$ cat config.mk
export PLATFORM = sky130hd
export DESIGN_NAME = id_ex_stage_flat
export DESIGN_NICKNAME = d
export VERILOG_FILES = /design/src/rtl/id_ex_stage_pkg.sv /design/src/rtl/id_ex_stage_if.sv /design/src/rtl/id_ex_stage_fwd_mux.sv /design/src/rtl/id_ex_stage.sv /design/src/flat_wrapper.sv
export SDC_FILE = /design/constraint.sdc
export NUM_CORES = 1
export LEC_CHECK = 0
export ABC_CLOCK_PERIOD_IN_PS = 2200
export CORE_MARGIN = 2
export CORE_UTILIZATION = 38
export DETAILED_ROUTE_END_ITERATION = 12
export GPL_TIMING_DRIVEN = 0
export PLACE_DENSITY = 0.78
export SYNTH_ARGS = -nofsm -noshare
export SYNTH_HDL_FRONTEND = slang
export SYNTH_SLANG_ARGS = --single-unit
$ cat constraint.sdc
create_clock -name clk -period 2.2 [get_ports clk]
set_input_delay 0.33 -clock clk [delete_from_list [all_inputs] [get_ports clk]]
set_output_delay 0.33 -clock clk [all_outputs]
set_load 0.02 [all_outputs]
$ cat src/rtl/id_ex_stage_pkg.sv
// ---------------------------------------------------------------------------
// id_ex_stage_pkg
// Shared definitions for the ID/EX operand-select stage and the ALU:
//   - alu_op_e    : 4-bit ALU operation codes (the ALU decodes these too)
//   - alu_class_e : 2-bit main-control operation class from ID
//   - FUNCT_*     : R-type function field codes
//   - decode_alu_op() : class + funct -> ALU op, ALU_INV for anything unknown
// ---------------------------------------------------------------------------
package id_ex_stage_pkg;

  typedef enum logic [3:0] {
    ALU_AND = 4'b0000,
    ALU_OR  = 4'b0001,
    ALU_ADD = 4'b0010,
    ALU_SUB = 4'b0110,
    ALU_SLT = 4'b0111,
    ALU_NOR = 4'b1100,
    ALU_INV = 4'b1111
  } alu_op_e;

  typedef enum logic [1:0] {
    CLS_ADD     = 2'b00,
    CLS_SUB     = 2'b01,
    CLS_RTYPE   = 2'b10,
    CLS_ILLEGAL = 2'b11
  } alu_class_e;

  localparam logic [5:0] FUNCT_ADD = 6'b100000;
  localparam logic [5:0] FUNCT_SUB = 6'b100010;
  localparam logic [5:0] FUNCT_AND = 6'b100100;
  localparam logic [5:0] FUNCT_OR  = 6'b100101;
  localparam logic [5:0] FUNCT_NOR = 6'b100111;
  localparam logic [5:0] FUNCT_SLT = 6'b101010;

  // Map an operation class and R-type funct onto an ALU op.
  // Unknown funct values and the illegal class both yield ALU_INV, which the
  // stage reports as an illegal instruction.
  function automatic logic [3:0] decode_alu_op(input logic [1:0] cls,
                                               input logic [5:0] funct);
    logic [3:0] op_s;
    op_s = ALU_INV;
    case (alu_class_e'(cls))
      CLS_ADD: op_s = ALU_ADD;
      CLS_SUB: op_s = ALU_SUB;
      CLS_RTYPE: begin
        case (funct)
          FUNCT_ADD: op_s = ALU_ADD;
          FUNCT_SUB: op_s = ALU_SUB;
          FUNCT_AND: op_s = ALU_AND;
          FUNCT_OR:  op_s = ALU_OR;
          FUNCT_NOR: op_s = ALU_NOR;
          FUNCT_SLT: op_s = ALU_SLT;
          default:   op_s = ALU_INV;
        endcase
      end
      default: op_s = ALU_INV;
    endcase
    return op_s;
  endfunction

endpackage

$ cat src/rtl/id_ex_stage_if.sv
// ---------------------------------------------------------------------------
// id_ex_stage_if
// Pipeline bus between ID, the ID/EX stage and the ALU.
//   ID side  : in_valid / in_ready handshake plus decoded instruction fields
//   ALU side : out_valid / out_ready handshake plus op, operands and wb tags
// Modports:
//   master : the surroundings (ID producer and ALU consumer)
//   slave  : the id_ex_stage itself
// DWIDTH / RWIDTH must match the parameters of the connected id_ex_stage.
// ---------------------------------------------------------------------------
interface id_ex_stage_if #(
  parameter int DWIDTH = 32,
  parameter int RWIDTH = 5
) ();

  // ID -> stage
  logic              in_valid;
  logic              in_ready;
  logic [1:0]        in_aluop;
  logic [5:0]        in_funct;
  logic              in_alusrc;
  logic [DWIDTH-1:0] in_rs_data;
  logic [DWIDTH-1:0] in_rt_data;
  logic [DWIDTH-1:0] in_imm;
  logic [RWIDTH-1:0] in_rs_idx;
  logic [RWIDTH-1:0] in_rt_idx;
  logic [RWIDTH-1:0] in_wb_idx;
  logic              in_regwrite;

  // stage -> ALU
  logic              out_valid;
  logic              out_ready;
  logic [3:0]        alu_op;
  logic [DWIDTH-1:0] alu_rs1;
  logic [DWIDTH-1:0] alu_rs2;
  logic [DWIDTH-1:0] store_data;
  logic [RWIDTH-1:0] wb_idx;
  logic              wb_regwrite;
  logic              illegal;

  modport master (
    output in_valid, in_aluop, in_funct, in_alusrc, in_rs_data, in_rt_data,
           in_imm, in_rs_idx, in_rt_idx, in_wb_idx, in_regwrite, out_ready,
    input  in_ready, out_valid, alu_op, alu_rs1, alu_rs2, store_data,
           wb_idx, wb_regwrite, illegal
  );

  modport slave (
    input  in_valid, in_aluop, in_funct, in_alusrc, in_rs_data, in_rt_data,
           in_imm, in_rs_idx, in_rt_idx, in_wb_idx, in_regwrite, out_ready,
    output in_ready, out_valid, alu_op, alu_rs1, alu_rs2, store_data,
           wb_idx, wb_regwrite, illegal
  );

endinterface

$ cat src/rtl/id_ex_stage_fwd_mux.sv
// ---------------------------------------------------------------------------
// fwd_mux
// Single-operand forwarding selector.
//   src_idx / rf_data          : operand index and register-file value
//   exmem_* / memwb_*          : the two in-flight producers
//   fwd_data                   : value the operand should actually use
// EX/MEM is the younger producer and therefore wins over MEM/WB.
// Register 0 is hardwired, so a producer targeting it is never forwarded.
// ---------------------------------------------------------------------------
module fwd_mux #(
  parameter int DWIDTH = 32,
  parameter int RWIDTH = 5
) (
  input  logic [RWIDTH-1:0] src_idx,
  input  logic [DWIDTH-1:0] rf_data,
  input  logic              exmem_regwrite,
  input  logic [RWIDTH-1:0] exmem_rd,
  input  logic [DWIDTH-1:0] exmem_data,
  input  logic              memwb_regwrite,
  input  logic [RWIDTH-1:0] memwb_rd,
  input  logic [DWIDTH-1:0] memwb_data,
  output logic [DWIDTH-1:0] fwd_data
);

  logic exmem_hit_s;
  logic memwb_hit_s;

  assign exmem_hit_s = exmem_regwrite && (exmem_rd != {RWIDTH{1'b0}}) &&
                       (exmem_rd == src_idx);
  assign memwb_hit_s = memwb_regwrite && (memwb_rd != {RWIDTH{1'b0}}) &&
                       (memwb_rd == src_idx);

  // Priority select: youngest matching producer, else register file.
  always_comb begin
    fwd_data = rf_data;
    if (exmem_hit_s) begin
      fwd_data = exmem_data;
    end else if (memwb_hit_s) begin
      fwd_data = memwb_data;
    end else begin
      fwd_data = rf_data;
    end
  end

endmodule

$ cat src/rtl/id_ex_stage.sv
// ---------------------------------------------------------------------------
// id_ex_stage
// ID/EX pipeline register and ALU operand select.
// Ports:
//   clk, rstn      : rising-edge clock, asynchronous active-low reset
//   bus (slave)    : ID handshake + fields in, ALU handshake + op/operands out
//   flush          : squash the held instruction and refuse this cycle's input
//   exmem_*        : EX/MEM forwarding source (regwrite, rd, data)
//   memwb_*        : MEM/WB forwarding source (regwrite, rd, data)
// The instruction fields are registered; decode and forwarding are
// combinational on the registered fields so that a stalled instruction keeps
// picking up producers that retire while it waits.
// alu_op reads ALU_INV whenever no instruction is held.
// ---------------------------------------------------------------------------
module id_ex_stage
  import id_ex_stage_pkg::*;
#(
  parameter int DWIDTH = 32,
  parameter int RWIDTH = 5
) (
  input  logic              clk,
  input  logic              rstn,
  id_ex_stage_if.slave      bus,
  input  logic              flush,
  input  logic              exmem_regwrite,
  input  logic [RWIDTH-1:0] exmem_rd,
  input  logic [DWIDTH-1:0] exmem_data,
  input  logic              memwb_regwrite,
  input  logic [RWIDTH-1:0] memwb_rd,
  input  logic [DWIDTH-1:0] memwb_data
);

  logic              valid_r;
  logic [1:0]        aluop_r;
  logic [5:0]        funct_r;
  logic              alusrc_r;
  logic [DWIDTH-1:0] rs_data_r;
  logic [DWIDTH-1:0] rt_data_r;
  logic [DWIDTH-1:0] imm_r;
  logic [RWIDTH-1:0] rs_idx_r;
  logic [RWIDTH-1:0] rt_idx_r;
  logic [RWIDTH-1:0] wb_idx_r;
  logic              regwrite_r;

  logic              in_ready_s;
  logic              load_s;
  logic [3:0]        decoded_op_s;
  logic [DWIDTH-1:0] rs_fwd_s;
  logic [DWIDTH-1:0] rt_fwd_s;

  // The slot frees up when empty or when the ALU takes the current entry.
  // in_ready ignores flush on purpose: ID is squashed by the same flush.
  assign in_ready_s = !valid_r || bus.out_ready;
  assign load_s     = bus.in_valid && in_ready_s && !flush;

  // Occupancy: flush beats load, load beats drain, otherwise hold.
  always_ff @(posedge clk or negedge rstn) begin
    if (!rstn) begin
      valid_r <= 1'b0;
    end else if (flush) begin
      valid_r <= 1'b0;
    end else if (load_s) begin
      valid_r <= 1'b1;
    end else if (bus.out_ready) begin
      valid_r <= 1'b0;
    end else begin
      valid_r <= valid_r;
    end
  end

  // Instruction field capture; fields only change on an accepted load.
  always_ff @(posedge clk or negedge rstn) begin
    if (!rstn) begin
      aluop_r    <= 2'b00;
      funct_r    <= 6'b000000;
      alusrc_r   <= 1'b0;
      rs_data_r  <= {DWIDTH{1'b0}};
      rt_data_r  <= {DWIDTH{1'b0}};
      imm_r      <= {DWIDTH{1'b0}};
      rs_idx_r   <= {RWIDTH{1'b0}};
      rt_idx_r   <= {RWIDTH{1'b0}};
      wb_idx_r   <= {RWIDTH{1'b0}};
      regwrite_r <= 1'b0;
    end else if (load_s) begin
      aluop_r    <= bus.in_aluop;
      funct_r    <= bus.in_funct;
      alusrc_r   <= bus.in_alusrc;
      rs_data_r  <= bus.in_rs_data;
      rt_data_r  <= bus.in_rt_data;
      imm_r      <= bus.in_imm;
      rs_idx_r   <= bus.in_rs_idx;
      rt_idx_r   <= bus.in_rt_idx;
      wb_idx_r   <= bus.in_wb_idx;
      regwrite_r <= bus.in_regwrite;
    end else begin
      aluop_r    <= aluop_r;
      funct_r    <= funct_r;
      alusrc_r   <= alusrc_r;
      rs_data_r  <= rs_data_r;
      rt_data_r  <= rt_data_r;
      imm_r      <= imm_r;
      rs_idx_r   <= rs_idx_r;
      rt_idx_r   <= rt_idx_r;
      wb_idx_r   <= wb_idx_r;
      regwrite_r <= regwrite_r;
    end
  end

  fwd_mux #(
    .DWIDTH (DWIDTH),
    .RWIDTH (RWIDTH)
  ) u_fwd_rs (
    .src_idx        (rs_idx_r),
    .rf_data        (rs_data_r),
    .exmem_regwrite (exmem_regwrite),
    .exmem_rd       (exmem_rd),
    .exmem_data     (exmem_data),
    .memwb_regwrite (memwb_regwrite),
    .memwb_rd       (memwb_rd),
    .memwb_data     (memwb_data),
    .fwd_data       (rs_fwd_s)
  );

  fwd_mux #(
    .DWIDTH (DWIDTH),
    .RWIDTH (RWIDTH)
  ) u_fwd_rt (
    .src_idx        (rt_idx_r),
    .rf_data        (rt_data_r),
    .exmem_regwrite (exmem_regwrite),
    .exmem_rd       (exmem_rd),
    .exmem_data     (exmem_data),
    .memwb_regwrite (memwb_regwrite),
    .memwb_rd       (memwb_rd),
    .memwb_data     (memwb_data),
    .fwd_data       (rt_fwd_s)
  );

  assign decoded_op_s = decode_alu_op(aluop_r, funct_r);

  // ALU op and illegal flag; an empty slot presents ALU_INV without raising illegal.
  always_comb begin
    bus.alu_op  = ALU_INV;
    bus.illegal = 1'b0;
    if (valid_r) begin
      bus.alu_op  = decoded_op_s;
      bus.illegal = (decoded_op_s == ALU_INV);
    end else begin
      bus.alu_op  = ALU_INV;
      bus.illegal = 1'b0;
    end
  end

  // Operand 2 is the immediate for I-type forms, otherwise the forwarded rt.
  always_comb begin
    bus.alu_rs2 = rt_fwd_s;
    if (alusrc_r) begin
      bus.alu_rs2 = imm_r;
    end else begin
      bus.alu_rs2 = rt_fwd_s;
    end
  end

  assign bus.in_ready    = in_ready_s;
  assign bus.out_valid   = valid_r;
  assign bus.alu_rs1     = rs_fwd_s;
  assign bus.store_data  = rt_fwd_s;
  assign bus.wb_idx      = wb_idx_r;
  assign bus.wb_regwrite = regwrite_r && valid_r;

endmodule

$ cat src/flat_wrapper.sv
// flat-port wrapper written by rule: the top's interface ports become plain ports
module id_ex_stage_flat import id_ex_stage_pkg::*;
#(
  parameter int DWIDTH = 32,
  parameter int RWIDTH = 5
)
  (clk, rstn, flush, exmem_regwrite, exmem_rd, exmem_data, memwb_regwrite, memwb_rd, memwb_data, bus_in_valid, bus_in_aluop, bus_in_funct, bus_in_alusrc, bus_in_rs_data, bus_in_rt_data, bus_in_imm, bus_in_rs_idx, bus_in_rt_idx, bus_in_wb_idx, bus_in_regwrite, bus_out_ready, bus_in_ready, bus_out_valid, bus_alu_op, bus_alu_rs1, bus_alu_rs2, bus_store_data, bus_wb_idx, bus_wb_regwrite, bus_illegal);
  id_ex_stage_if #(.DWIDTH(DWIDTH), .RWIDTH(RWIDTH)) bus_i ();
  input  logic clk;
  input  logic rstn;
  input  logic flush;
  input  logic exmem_regwrite;
  input  logic [RWIDTH-1:0] exmem_rd;
  input  logic [DWIDTH-1:0] exmem_data;
  input  logic memwb_regwrite;
  input  logic [RWIDTH-1:0] memwb_rd;
  input  logic [DWIDTH-1:0] memwb_data;
  input wire logic [$bits(bus_i.in_valid)-1:0] bus_in_valid;
  input wire logic [$bits(bus_i.in_aluop)-1:0] bus_in_aluop;
  input wire logic [$bits(bus_i.in_funct)-1:0] bus_in_funct;
  input wire logic [$bits(bus_i.in_alusrc)-1:0] bus_in_alusrc;
  input wire logic [$bits(bus_i.in_rs_data)-1:0] bus_in_rs_data;
  input wire logic [$bits(bus_i.in_rt_data)-1:0] bus_in_rt_data;
  input wire logic [$bits(bus_i.in_imm)-1:0] bus_in_imm;
  input wire logic [$bits(bus_i.in_rs_idx)-1:0] bus_in_rs_idx;
  input wire logic [$bits(bus_i.in_rt_idx)-1:0] bus_in_rt_idx;
  input wire logic [$bits(bus_i.in_wb_idx)-1:0] bus_in_wb_idx;
  input wire logic [$bits(bus_i.in_regwrite)-1:0] bus_in_regwrite;
  input wire logic [$bits(bus_i.out_ready)-1:0] bus_out_ready;
  output wire logic [$bits(bus_i.in_ready)-1:0] bus_in_ready;
  output wire logic [$bits(bus_i.out_valid)-1:0] bus_out_valid;
  output wire logic [$bits(bus_i.alu_op)-1:0] bus_alu_op;
  output wire logic [$bits(bus_i.alu_rs1)-1:0] bus_alu_rs1;
  output wire logic [$bits(bus_i.alu_rs2)-1:0] bus_alu_rs2;
  output wire logic [$bits(bus_i.store_data)-1:0] bus_store_data;
  output wire logic [$bits(bus_i.wb_idx)-1:0] bus_wb_idx;
  output wire logic [$bits(bus_i.wb_regwrite)-1:0] bus_wb_regwrite;
  output wire logic [$bits(bus_i.illegal)-1:0] bus_illegal;
  assign bus_i.in_valid = bus_in_valid;
  assign bus_i.in_aluop = bus_in_aluop;
  assign bus_i.in_funct = bus_in_funct;
  assign bus_i.in_alusrc = bus_in_alusrc;
  assign bus_i.in_rs_data = bus_in_rs_data;
  assign bus_i.in_rt_data = bus_in_rt_data;
  assign bus_i.in_imm = bus_in_imm;
  assign bus_i.in_rs_idx = bus_in_rs_idx;
  assign bus_i.in_rt_idx = bus_in_rt_idx;
  assign bus_i.in_wb_idx = bus_in_wb_idx;
  assign bus_i.in_regwrite = bus_in_regwrite;
  assign bus_i.out_ready = bus_out_ready;
  assign bus_in_ready = bus_i.in_ready;
  assign bus_out_valid = bus_i.out_valid;
  assign bus_alu_op = bus_i.alu_op;
  assign bus_alu_rs1 = bus_i.alu_rs1;
  assign bus_alu_rs2 = bus_i.alu_rs2;
  assign bus_store_data = bus_i.store_data;
  assign bus_wb_idx = bus_i.wb_idx;
  assign bus_wb_regwrite = bus_i.wb_regwrite;
  assign bus_illegal = bus_i.illegal;
  id_ex_stage #(.DWIDTH(DWIDTH), .RWIDTH(RWIDTH)) u_core (.clk(clk), .rstn(rstn), .bus(bus_i), .flush(flush), .exmem_regwrite(exmem_regwrite), .exmem_rd(exmem_rd), .exmem_data(exmem_data), .memwb_regwrite(memwb_regwrite), .memwb_rd(memwb_rd), .memwb_data(memwb_data));
endmodule
==> results.txt <==
Pre-antenna DRT Iters: 4
Slew Viols, Final: 0
Hold Path Class: primary input to asynchronous set/reset pin
Syn Area/Cell: 10.75 sq um
Final #Nets: 1234
Synth Instances: 629
clk_lat worst skew: 0.43 ns
synth unique cells: 40
Post-synth EDFFs: 0
largest net degree at the start of global routing: 66
LEAKAGE: 5.400 nW
crit path capture type: output port
CP cell instances: xnor2_2, buf_4, and4_4, clkbuf_8, nand3_2, a31oi_4, mux2_4, buf_6
dominant synthesized flop cell: dfrtp_1
Seq/Total Area, Yosys: 45.14%
PD cells: 785.6 nW/um^2
FILL cells: 1017
worst setup margin: -0.6425 ns
Mapped Nets: 831
VDD IR-drop max: 0.0006546 V
CP max FO: 10
Rel. slew slack: 32.35%
root buf cell: clkbuf_16
CTS tree: done
Max stage delay on crit path: 0.45 ns
start of the worst register-to-register path: u_core.bus.out_valid$_DFFE_PN0P_
Via density: 5.659
TritonCTS Sinks: 122
gr ovfl total: 0
vias in the first global route: 7188
crit path DAT: 2.51 ns
Final ANT Viol Nets: 0
fin crit share: 129.2%
die area: 18880 sq um
H-Tree Depth: 4
min Tclk post-route: 2.842 ns
TritonCTS Buffers: 17
Core Box Area: 17360 sq um
Yosys reg bits: 122
Max Cap Viol: 0
Starting DRT DRC Count: 400
layout cells sized above 1: 59.71%
DRC: 0
Slowest-stage cell, CP: dfrtp_2
crit path from: u_core.rt_idx_r[1]$_DFFE_PN0P_
RSZ-0062 raised after global routing: true
final setup fails: 96
Synth Cell Area: 6763 sq um
I/O Buffers: 310
fin util: 79.80%
# IOs: 311
Clk pin slew, worst setup/hold paths: 0.07 ns
Starting Density: 38.96%
Die X: 137.4 um
DP Area: 10950 sq um
row cnt: 48
Vias: 7221
Total Routed Length: 33560 um
DIE HEIGHT: 137.4 um
gp weighted congestion: 0.8760
Max Freq: 351.8 MHz
initial antenna violation count: 6
Layout Cell Area excl Fill: 13850 sq um
outcome: complete, but fails checks
Slew @ Worst Pin: 1.015 ns
clock buffer depth: 2
TNS Setup: -50.16 ns
CP Launch Type: flip-flop
Setup Skew: 0.008737 ns
Worst EP required: 1.87 ns
asr flop ratio synth: 100.0%
Ys Warns: 0
area grow syn2layout: 104.8%
wire length per cell: 26.30 um
Hold Vio Cnt, Final: 0
failing checks: setup timing
class of the most critical setup path: flip-flop to output port
first-pass GRT wire length: 43540 um
hpwl dp: 21110 um
total track usage: 32.00%
[worst max-delay path, delay by kind of cell, from the launching register on]
family / cells / cell delay [ns]
buf+inv: 3 / 0.49
flops: 1 / 0.45
simple gates: 2 / 0.44
compound gates: 1 / 0.26
xor+xnor: 1 / 0.22
mux: 1 / 0.21
[cell usage after synthesis (2+ instances only)]
cell type    n  area share [%]
xnor2_1     17             2.2
buf_1        5            0.28
a21boi_0    15             1.7
o21ai_0     21             1.6
a21boi_1     2            0.22
o31ai_1     17             1.9
buf_2       16             1.2
or4_4        2            0.33
a31oi_1     15             1.4
nand3_1     16             1.2
nand4_1      4            0.37
nand2_1     22             1.2
a211oi_1    18             2.0
buf_6        2            0.33
nor3_1      16             1.2
dfrtp_1    122              45
nor2_1      73             4.1
a21oi_1     33             2.4
clkbuf_1    21             1.2
mux2i_1     32             4.7
nand2b_1     2            0.18
mux2_2     135              22
inv_1        3            0.17
xor2_1       4            0.52
[report_power, final]
group	switching, mW	total (mW)	internal [mW]
logic	2.39	5.04	2.65
registers	0.316	2.95	2.63
clock network	1.17	2.90	1.72
[state kept, by name, indices dropped and copies added (netlist names), 2 cells and up]
name / count
u_core.aluop_r: 2
u_core.bus.wb_idx: 5
u_core.rs_data_r: 32
u_core.rt_idx_r: 5
u_core.rt_data_r: 32
u_core.funct_r: 6
u_core.imm_r: 32
u_core.rs_idx_r: 5
[per-stage QoR]
stage / setup slack, ns / power, mW / hold WS [ns] / std cells
3_5_place_dp: -1.652 / 6.853 / 0.3441 / 1165
2_1_floorplan: -0.1344 / 5.062 / 0.03441 / 629
3_3_place_gp: -4.266 / 6.776 / 0.4842 / 1164
5_1_grt: -0.7509 / 11.22 / 0.5061 / 1276
6_report: -0.6425 / 10.88 / 0.4342 / 1276
4_1_cts: -0.6159 / 10.21 / 0.4632 / 1234
[per-layer routing]
layer / vias to the layer above / wire [um] / track usage [%]
li1: 3097 / - / -
met5: - / 0 / 0
met4: 0 / 1583 / 14.78
met1: 3651 / 12830 / 39.03
met3: 100 / 2519 / 9.088
met2: 373 / 16630 / 52.43
[path summary, 6_finish.rpt]
kind | to | slack, ns | depth (start not counted)
setup / recovery | bus_alu_rs2[23] | -0.64 | 8
hold / removal | u_core.imm_r[26]$_DFFE_PN0P_ | 0.43 | 2
setup reg to reg | u_core.rt_data_r[19]$_DFFE_PN0P_ | 0.03 | 6
hold reg to reg | u_core.rt_data_r[18]$_DFFE_PN0P_ | 0.50 | 1
max in group asynchronous | u_core.funct_r[0]$_DFFE_PN0P_ | 1.00 | 3
min in group clk | u_core.rt_data_r[18]$_DFFE_PN0P_ | 0.50 | 1
[what timing repair did]
item | CTS | global route
resized for setup | 779 | 220
cloned | 7 | 8
hold buffers | 1 | 0
hold endpoints to repair | 57 | 0
setup buffers | 30 | 34
pin swaps | 44 | 53
endpoints found under the setup margin | 220 | 190
[layout make-up]
type	instances	area (sq um)	share of cell area, %
repair buffers	386	4000	28.88
well taps	225	281.5	2.033
clock buffers	18	439.2	3.171
flip-flops and latches	122	3062	22.10
diodes	6	15.01	0.1084
multi-input cells	458	5316	38.38
inverters	3	11.26	0.08130
plain buffers	44	564.3	4.074
clock inverters	14	161.4	1.165
[cells by family after synthesis]
family | Yosys count | share of synthesized area, %
multiplexers | 167 | 27.22
AND/OR/NAND/NOR | 145 | 9.695
AO/OA/AOI/OAI | 125 | 11.91
flip-flops | 122 | 45.14
buffers and inverters | 49 | 3.312
XOR/XNOR | 21 | 2.720
[cell usage in the layout, fill, tap and decap left out, types with 17 or more instances in the layout]
master	synthesis	routed
buf_6	2	106
nor2_4	0	30
o31ai_4	0	17
nand2_1	22	22
a211oi_4	0	17
mux2_2	135	120
buf_2	16	17
buf_12	0	20
a21oi_2	0	18
dfrtp_1	122	115
buf_4	1	46
nor2_2	0	31
clkdlybuf4s50_1	0	198
clkbuf_16	0	27
Power figures use the tool's default switching activity.
